[config.mk]
export PLATFORM = sky130hd
export DESIGN_NAME = counter_bank_ram
export DESIGN_NICKNAME = d
export VERILOG_FILES = /design/src/rtl/counter_bank_pkg.sv /design/src/rtl/counter_bank_mem.sv /design/src/rtl/counter_bank_ram.sv
export SDC_FILE = /design/constraint.sdc
export NUM_CORES = 1
export LEC_CHECK = 0
export ABC_AREA = 1
export CAP_MARGIN = 10
export CORE_UTILIZATION = 60
export CTS_CLUSTER_DIAMETER = 80
export DETAILED_ROUTE_END_ITERATION = 10
export PLACE_DENSITY = 0.77
export SKIP_LAST_GASP = 1
export SLEW_MARGIN = 20
export SYNTH_ARGS = -nofsm -noshare
export SYNTH_HDL_FRONTEND = slang
export SYNTH_SLANG_ARGS = --single-unit
export TNS_END_PERCENT = 1
[constraint.sdc]
create_clock -name clk -period 4.3 [get_ports clk]
set_input_delay 0.645 -clock clk [delete_from_list [all_inputs] [get_ports clk]]
set_output_delay 0.645 -clock clk [all_outputs]
set_load 0.02 [all_outputs]
[src/rtl/counter_bank_pkg.sv]
// Shared types for the counter bank: FSM states and pipeline stage op-codes.
package counter_bank_pkg;

  typedef enum logic {
    SWEEP = 1'b0,
    RUN   = 1'b1
  } state_e;

  // Stage-2 contents: either empty or the kind of pending write.
  typedef enum logic [1:0] {
    NOP = 2'd0,
    INC = 2'd1,
    CLR = 2'd2
  } op_e;

endpackage

[src/rtl/counter_bank_mem.sv]
// Counter storage: 2 write ports (A = clear/sweep, B = increment) and
// 3 registered read ports (inc, clr, rd). Port A wins an address collision.
// Reads return the pre-write contents; the top forwards around that.
module counter_bank_mem #(
  parameter int ADDR_BITS = 6,
  parameter int CNT_BITS  = 4
) (
  input  logic                 clk,
  input  logic                 rst_i,
  input  logic                 wa_en_i,
  input  logic [ADDR_BITS-1:0] wa_addr_i,
  input  logic [CNT_BITS-1:0]  wa_data_i,
  input  logic                 wb_en_i,
  input  logic [ADDR_BITS-1:0] wb_addr_i,
  input  logic [CNT_BITS-1:0]  wb_data_i,
  input  logic                 ri_en_i,
  input  logic [ADDR_BITS-1:0] ri_addr_i,
  output logic [CNT_BITS-1:0]  ri_data_o,
  input  logic                 rc_en_i,
  input  logic [ADDR_BITS-1:0] rc_addr_i,
  output logic [CNT_BITS-1:0]  rc_data_o,
  input  logic                 rr_en_i,
  input  logic [ADDR_BITS-1:0] rr_addr_i,
  output logic [CNT_BITS-1:0]  rr_data_o
);
  localparam int DEPTH = 1 << ADDR_BITS;

  logic [CNT_BITS-1:0] mem_q [DEPTH];

  // Write ports; B is dropped when A targets the same entry.
  always_ff @(posedge clk) begin
    if (wa_en_i) mem_q[wa_addr_i] <= wa_data_i;
    if (wb_en_i && !(wa_en_i && (wa_addr_i == wb_addr_i))) mem_q[wb_addr_i] <= wb_data_i;
  end

  // Read ports hold their last value when not enabled.
  always_ff @(posedge clk) begin
    if (rst_i) begin
      ri_data_o <= '0;
      rc_data_o <= '0;
      rr_data_o <= '0;
    end else begin
      if (ri_en_i) ri_data_o <= mem_q[ri_addr_i];
      if (rc_en_i) rc_data_o <= mem_q[rc_addr_i];
      if (rr_en_i) rr_data_o <= mem_q[rr_addr_i];
    end
  end

endmodule

[src/rtl/counter_bank_ram.sv]
// Bank of 2**ADDR_BITS counters with increment, clear and read ports.
// After reset a sweep zeroes every entry (busy high), then requests run
// through a 2-stage read-modify-write with stage-2 forwarding.
// Optional overflow pulse output: define CNT_OVF_FLAG_EN.
module counter_bank_ram
  import counter_bank_pkg::*;
#(
  parameter int ADDR_BITS = 6,
  parameter int CNT_BITS  = 4,
  parameter int SATURATE  = 0
) (
  input  logic                 clk,
  input  logic                 gen_reset,
  input  logic                 inc_en,
  input  logic [ADDR_BITS-1:0] inc_addr,
  input  logic                 clr_en,
  input  logic [ADDR_BITS-1:0] clr_addr,
  input  logic                 rd_en,
  input  logic [ADDR_BITS-1:0] rd_addr,
  output logic                 rd_valid,
  output logic [CNT_BITS-1:0]  rd_data,
  output logic                 busy
`ifdef CNT_OVF_FLAG_EN
  ,
  output logic                 ovf,
  output logic [ADDR_BITS-1:0] ovf_addr
`endif
);

  state_e               state_q, state_d;
  logic [ADDR_BITS-1:0] idx_q, idx_d;
  logic                 sweep_we, run;

  op_e                  inc_op_q, clr_op_q;
  logic [ADDR_BITS-1:0] inc_addr_q, clr_addr_q;
  logic                 inc_fwd_q, rd_fwd_q, rd_vld_q;
  logic [CNT_BITS-1:0]  inc_fwd_val_q, rd_fwd_val_q;

  logic                 inc_acc, clr_acc, rd_acc;
  logic                 inc_hit_c, inc_hit_i, rd_hit_c, rd_hit_i;
  logic [CNT_BITS-1:0]  inc_cur, inc_new;
  logic [CNT_BITS-1:0]  mem_inc_data, mem_rd_data, unused_clr_data;

  // FSM state and sweep index register
  always_ff @(posedge clk) begin
    if (gen_reset) begin
      state_q <= SWEEP;
      idx_q   <= '0;
    end else begin
      state_q <= state_d;
      idx_q   <= idx_d;
    end
  end

  // Next state: step through every entry once, then run
  always_comb begin
    state_d = state_q;
    idx_d   = idx_q;
    case (state_q)
      SWEEP: begin
        idx_d = idx_q + 1'b1;
        if (idx_q == '1) state_d = RUN;
      end
      RUN:     ;
      default: state_d = SWEEP;
    endcase
  end

  // FSM outputs
  always_comb begin
    sweep_we = (state_q == SWEEP);
    run      = (state_q == RUN);
  end

  assign inc_acc = run & inc_en;
  assign clr_acc = run & clr_en;
  assign rd_acc  = run & rd_en;

  // Stage-2 increment value; the forwarded value replaces a stale memory read
  always_comb begin
    inc_cur = inc_fwd_q ? inc_fwd_val_q : mem_inc_data;
    if (inc_cur == '1) inc_new = (SATURATE != 0) ? inc_cur : '0;
    else               inc_new = inc_cur + 1'b1;
  end

  // Address matches against the pending stage-2 writes (clear has priority)
  always_comb begin
    inc_hit_c = (clr_op_q == CLR) && (clr_addr_q == inc_addr);
    inc_hit_i = (inc_op_q == INC) && (inc_addr_q == inc_addr);
    rd_hit_c  = (clr_op_q == CLR) && (clr_addr_q == rd_addr);
    rd_hit_i  = (inc_op_q == INC) && (inc_addr_q == rd_addr);
  end

  // Stage-1 -> stage-2 pipeline registers, including forwarded values
  always_ff @(posedge clk) begin
    if (gen_reset) begin
      inc_op_q      <= NOP;
      clr_op_q      <= NOP;
      inc_addr_q    <= '0;
      clr_addr_q    <= '0;
      inc_fwd_q     <= 1'b0;
      inc_fwd_val_q <= '0;
      rd_vld_q      <= 1'b0;
      rd_fwd_q      <= 1'b0;
      rd_fwd_val_q  <= '0;
    end else begin
      inc_op_q      <= inc_acc ? INC : NOP;
      clr_op_q      <= clr_acc ? CLR : NOP;
      inc_fwd_q     <= inc_hit_c | inc_hit_i;
      inc_fwd_val_q <= inc_hit_c ? '0 : inc_new;
      rd_vld_q      <= rd_acc;
      if (inc_acc) inc_addr_q <= inc_addr;
      if (clr_acc) clr_addr_q <= clr_addr;
      if (rd_acc) begin
        rd_fwd_q     <= rd_hit_c | rd_hit_i;
        rd_fwd_val_q <= rd_hit_c ? '0 : inc_new;
      end
    end
  end

  counter_bank_mem #(
    .ADDR_BITS(ADDR_BITS),
    .CNT_BITS (CNT_BITS)
  ) u_mem (
    .clk      (clk),
    .rst_i    (gen_reset),
    .wa_en_i  (sweep_we | (clr_op_q == CLR)),
    .wa_addr_i(sweep_we ? idx_q : clr_addr_q),
    .wa_data_i('0),
    .wb_en_i  (inc_op_q == INC),
    .wb_addr_i(inc_addr_q),
    .wb_data_i(inc_new),
    .ri_en_i  (inc_acc),
    .ri_addr_i(inc_addr),
    .ri_data_o(mem_inc_data),
    .rc_en_i  (clr_acc),
    .rc_addr_i(clr_addr),
    .rc_data_o(unused_clr_data),
    .rr_en_i  (rd_acc),
    .rr_addr_i(rd_addr),
    .rr_data_o(mem_rd_data)
  );

  // Outputs are forced to their reset values for every cycle reset is held
  assign busy     = sweep_we | gen_reset;
  assign rd_valid = rd_vld_q & ~gen_reset;
  assign rd_data  = gen_reset ? '0 : (rd_fwd_q ? rd_fwd_val_q : mem_rd_data);

`ifdef CNT_OVF_FLAG_EN
  assign ovf      = (inc_op_q == INC) && (inc_cur == '1) && !gen_reset;
  assign ovf_addr = gen_reset ? '0 : inc_addr_q;
`endif

endmodule

==> PnR_summary.wiki <==
{| class="wikitable"
! Metric !! Value
|-
| Run status || finished, final reports clean
|-
| Unique masters post-synth || 32
|-
| Maximum frequency from static timing analysis || roughly 0.31 GHz
|-
| CP Data Required Time || approximately 3700 ps
|-
| Setup_tns || 0 ps
|-
| Tightest slew margin relative to the limit || around 28%
|-
| Largest cells by area after synthesis || sky130_fd_sc_hd__edfxtp_1 45%, sky130_fd_sc_hd__nand2_1 18%, sky130_fd_sc_hd__nand3_1 14%
|-
| Path type of the worst min-delay path || flip-flop to flip-flop
|-
| Count of placed standard cells including taps || 2583
|-
| Final Cycle Share || 74.45%
|-
| Top fanout value on the critical path || 21
|-
| Maximum Capacitance Violations || 0
|-
| Core box area || 0.02786 mm²
|-
| Area enclosed by the die boundary || ~0.029 mm²
|-
| Cell type with the highest aggregate area in the netlist || sky130_fd_sc_hd__edfxtp_1
|-
| Total routing resource utilization after global routing || about two fifths
|-
| Overall die height || about 170 µm
|-
| Endpoints failing hold || 0
|-
| Number of clock sinks seen by CTS || slightly below 300
|-
| H-tree lvl count || 2
|-
| Category of the worst setup path capture point || output port
|-
| Syn avg cell area || around 7.4 µm²
|-
| Number of warnings printed during yosys synthesis || 0
|-
| Flip-flop and latch count after synthesis || about 300
|-
| Post-Synthesis Cells || between 2000 and 2500
|-
| Synth async-reset ratio || 0%
|-
| Half-perimeter wire length of the detailed placement result || between 30 and 40 mm
|-
| Routability Congestion || around 1.0
|-
| TritonRoute pass-1 iters || 6
|-
| Final period demand of the worst path || 3202 ps
|-
| First-pass GRT wire length || between 80 and 90 mm
|-
| Number of nets in the synthesized netlist || approximately 2300
|-
| Post-synth top area share || a little under half
|-
| End-of-flow core utilization || 67.21%
|-
| Finish-stage setup viols || 0
|-
| Relative area change from synthesis to final layout || 9.940%
|-
| Worst vdd rail ir drop || around 0.00037 V
|-
| Most frequent cell after synthesis || sky130_fd_sc_hd__nand2_1
|-
| Power share of the clock group || a little under half
|-
| Max-slew violations || 0
|-
| Most common flop cell mapped by yosys || sky130_fd_sc_hd__edfxtp_1
|-
| Clock latency on the worst-skew pair || approximately 520 ps
|-
| Worst endpoint data arrival time || between 2000 and 3000 ps
|-
| Combined area of all synthesized cells || ~0.017 mm²
|-
| Top-level port count || 29
|-
| PortBufs || 28
|-
| Number of synthesized flops with an enable pin || 256
|-
| Share of post-route cells with drive strength above 1 || under 10%
|-
| Initial drt markers || about 2700
|-
| Global-route congestion overflow total || 0
|-
| Number of placement rows || slightly above 60
|-
| Clock transition time at the flip-flop clock pins of the worst setup and hold paths || approximately 60 ps
|-
| Crit-path max cell delay || between 600 and 700 ps
|-
| Number of CTS-inserted buffers || 34
|-
| Number of buffers inserted for hold repair after clock tree synthesis || 0
|-
| Cell internal power dissipation || 5.131 mW
|-
| Power density normalized to cell area || 359.2 mW/mm²
|-
| Top cells by instance count after synthesis || 803 x sky130_fd_sc_hd__nand2_1, 475 x sky130_fd_sc_hd__nand3_1, 344 x sky130_fd_sc_hd__nor2_1, 256 x sky130_fd_sc_hd__edfxtp_1, 131 x sky130_fd_sc_hd__clkbuf_1
|-
| Slew at the pin with the worst max-slew slack || about 1100 ps
|-
| Register area share after synthesis || around 50%
|-
| Root cell of the clock tree || sky130_fd_sc_hd__clkbuf_16
|-
| Fin cells || between 2000 and 3000
|-
| Post-cts gate resize count || 0
|-
| Library cell contributing the largest single delay on the critical path || sky130_fd_sc_hd__clkdlybuf4s50_1
|-
| Proportion of total power due to net switching || 23.71%
|-
| Antenna violations before repair || 1
|-
| Post-layout nets || 2266
|-
| Final routed DRC violation total || 0
|-
| Routed vias || between 15000 and 20000
|-
| Unrepaired setup endpoints after global routing || false
|-
| Avg Vias per Cell || 6.346
|-
| Part of the total power dissipated in sequential elements || 46.1%
|-
| Die outline width || about 170 µm
|-
| LEAKAGE || 7.285 nW
|-
| Crit path launch type || input pin
|-
| Detailed Route WL || slightly below 60 mm
|-
| Vias in the first global route || ~16000
|-
| Cell chain of the critical path || clkdlybuf4s50_1 > buf_4 > inv_1 > buf_4 > nand2_1 > clkdlybuf4s50_1
|-
| CTS tree || built
|-
| # Post-CTS Setup Buffers || 0
|-
| Max Clock Skew || about 19 ps
|-
| Buffer levels on the longest clock path || 3
|-
| Worst Setup Path Type || input pin to output port
|-
| Logic pwr share || between 8 and 9%
|-
| Maximum number of pins on one net before global-route repair || a little over 100
|-
| Initial standard-cell utilization of the core || roughly three fifths
|-
| WL per Instance || 21.83 µm
|-
| Count of antenna-violating nets left after detailed routing || 0
|-
| Switching power || roughly 1.6 mW
|}
[area by class of cell]
class / instances / area, µm²
fill: 2321 / 9134
sequential: 296 / 8488
multi-input combinational: 1771 / 7695
clock buffer: 45 / 975.9
timing repair buffer: 66 / 613.1
tap: 378 / 473.0
inverter: 72 / 274.0
clock inverter: 16 / 202.7
antenna: 1 / 2.502
[per-layer routing]
| layer | vias to the layer above | part of all wire, % | GRT usage, % |
|---|---|---|---|
| met5 | - | 0 | 1.043 |
| met4 | 0 | 6.9 | 26.91 |
| met3 | 317 | 13 | 9.814 |
| met2 | 1280 | 45 | 62.24 |
| met1 | 7670 | 35 | 49.34 |
| li1 | 7518 | - | - |
[registers in the layout, indices dropped and copies added (netlist names), 4 cells and up]
name / flops
u_mem.mem_q: 256
inc_addr_q: 6
rd_fwd_val_q: 4
u_mem.rr_data_o: 4
u_mem.ri_data_o: 4
inc_fwd_val_q: 4
clr_addr_q: 6
idx_q: 6
[logic make-up after synthesis]
logic type                 count (synthesis)  share of synthesized area, %
and+or+nand+nor                         1671                         41.49
DFF                                      296                         49.84
buffers and inverters                    226                         5.069
AOI/OAI and AO/OA                         88                         2.939
xor gates and xnor gates                   9                        0.4628
adders and majority gates                  2                        0.1469
muxes                                      1                       0.05877
[worst paths after layout]
check	start	end	slack [ps]	cells past startpoint
min	rd_fwd_val_q[1]	rd_fwd_val_q[1]	480	2
min reg2reg	rd_fwd_val_q[1]	rd_fwd_val_q[1]	480	2
max	gen_reset	busy	1100	6
max reg2reg	run	u_mem.mem_q[32][0]	1110	11
[power by group through the flow]
stage,sequential (mW),clock (mW),combinational [mW]
after detailed placement,3.16,0,0.517
after global placement,3.16,0,0.513
after floorplan,3.16,0,0.328
after global routing,3.10,3.17,0.573
final,3.10,3.07,0.552
after CTS,3.10,3.07,0.520
[through the flow]
| stage | power, mW | worst slack, ps | cell area [µm²] | hold slack [ps] |
|---|---|---|---|---|
| 2_1_floorplan | 3.486 | 2219 | 17030 | 433.9 |
| 3_3_place_gp | 3.674 | 1135 | 17540 | 461.7 |
| 3_5_place_dp | 3.678 | 1130 | 17540 | 464.8 |
| 4_1_cts | 6.690 | 1125 | 18720 | 474.0 |
| 5_1_grt | 6.848 | 906.3 | 18720 | 498.9 |
| 6_report | 6.726 | 1098 | 18720 | 476.7 |
[worst max-delay path, delay by kind of cell]
kind | cells | cell delay [ps]
buf+inv | 5 | 1830
simple gates | 1 | 80
[cell usage in the layout, fill, tap and decap left out, drive strengths merged, types with 3 or more instances in the layout]
cell / synthesis / layout
inv: 66 / 63
o21ai: 34 / 34
nand2: 803 / 803
dfxtp: 40 / 40
nor2: 345 / 345
nand3: 495 / 495
clkbuf: 131 / 45
xor2: 4 / 4
bufinv: 0 / 5
a211oi: 3 / 3
nand4: 8 / 8
buf: 23 / 42
xnor2: 5 / 5
o2111ai: 3 / 3
clkinv: 6 / 19
o22ai: 10 / 10
clkdlybuf4s50: 0 / 24
edfxtp: 256 / 256
nor3: 19 / 19
a21oi: 34 / 34
Power figures use the tool's default switching activity.
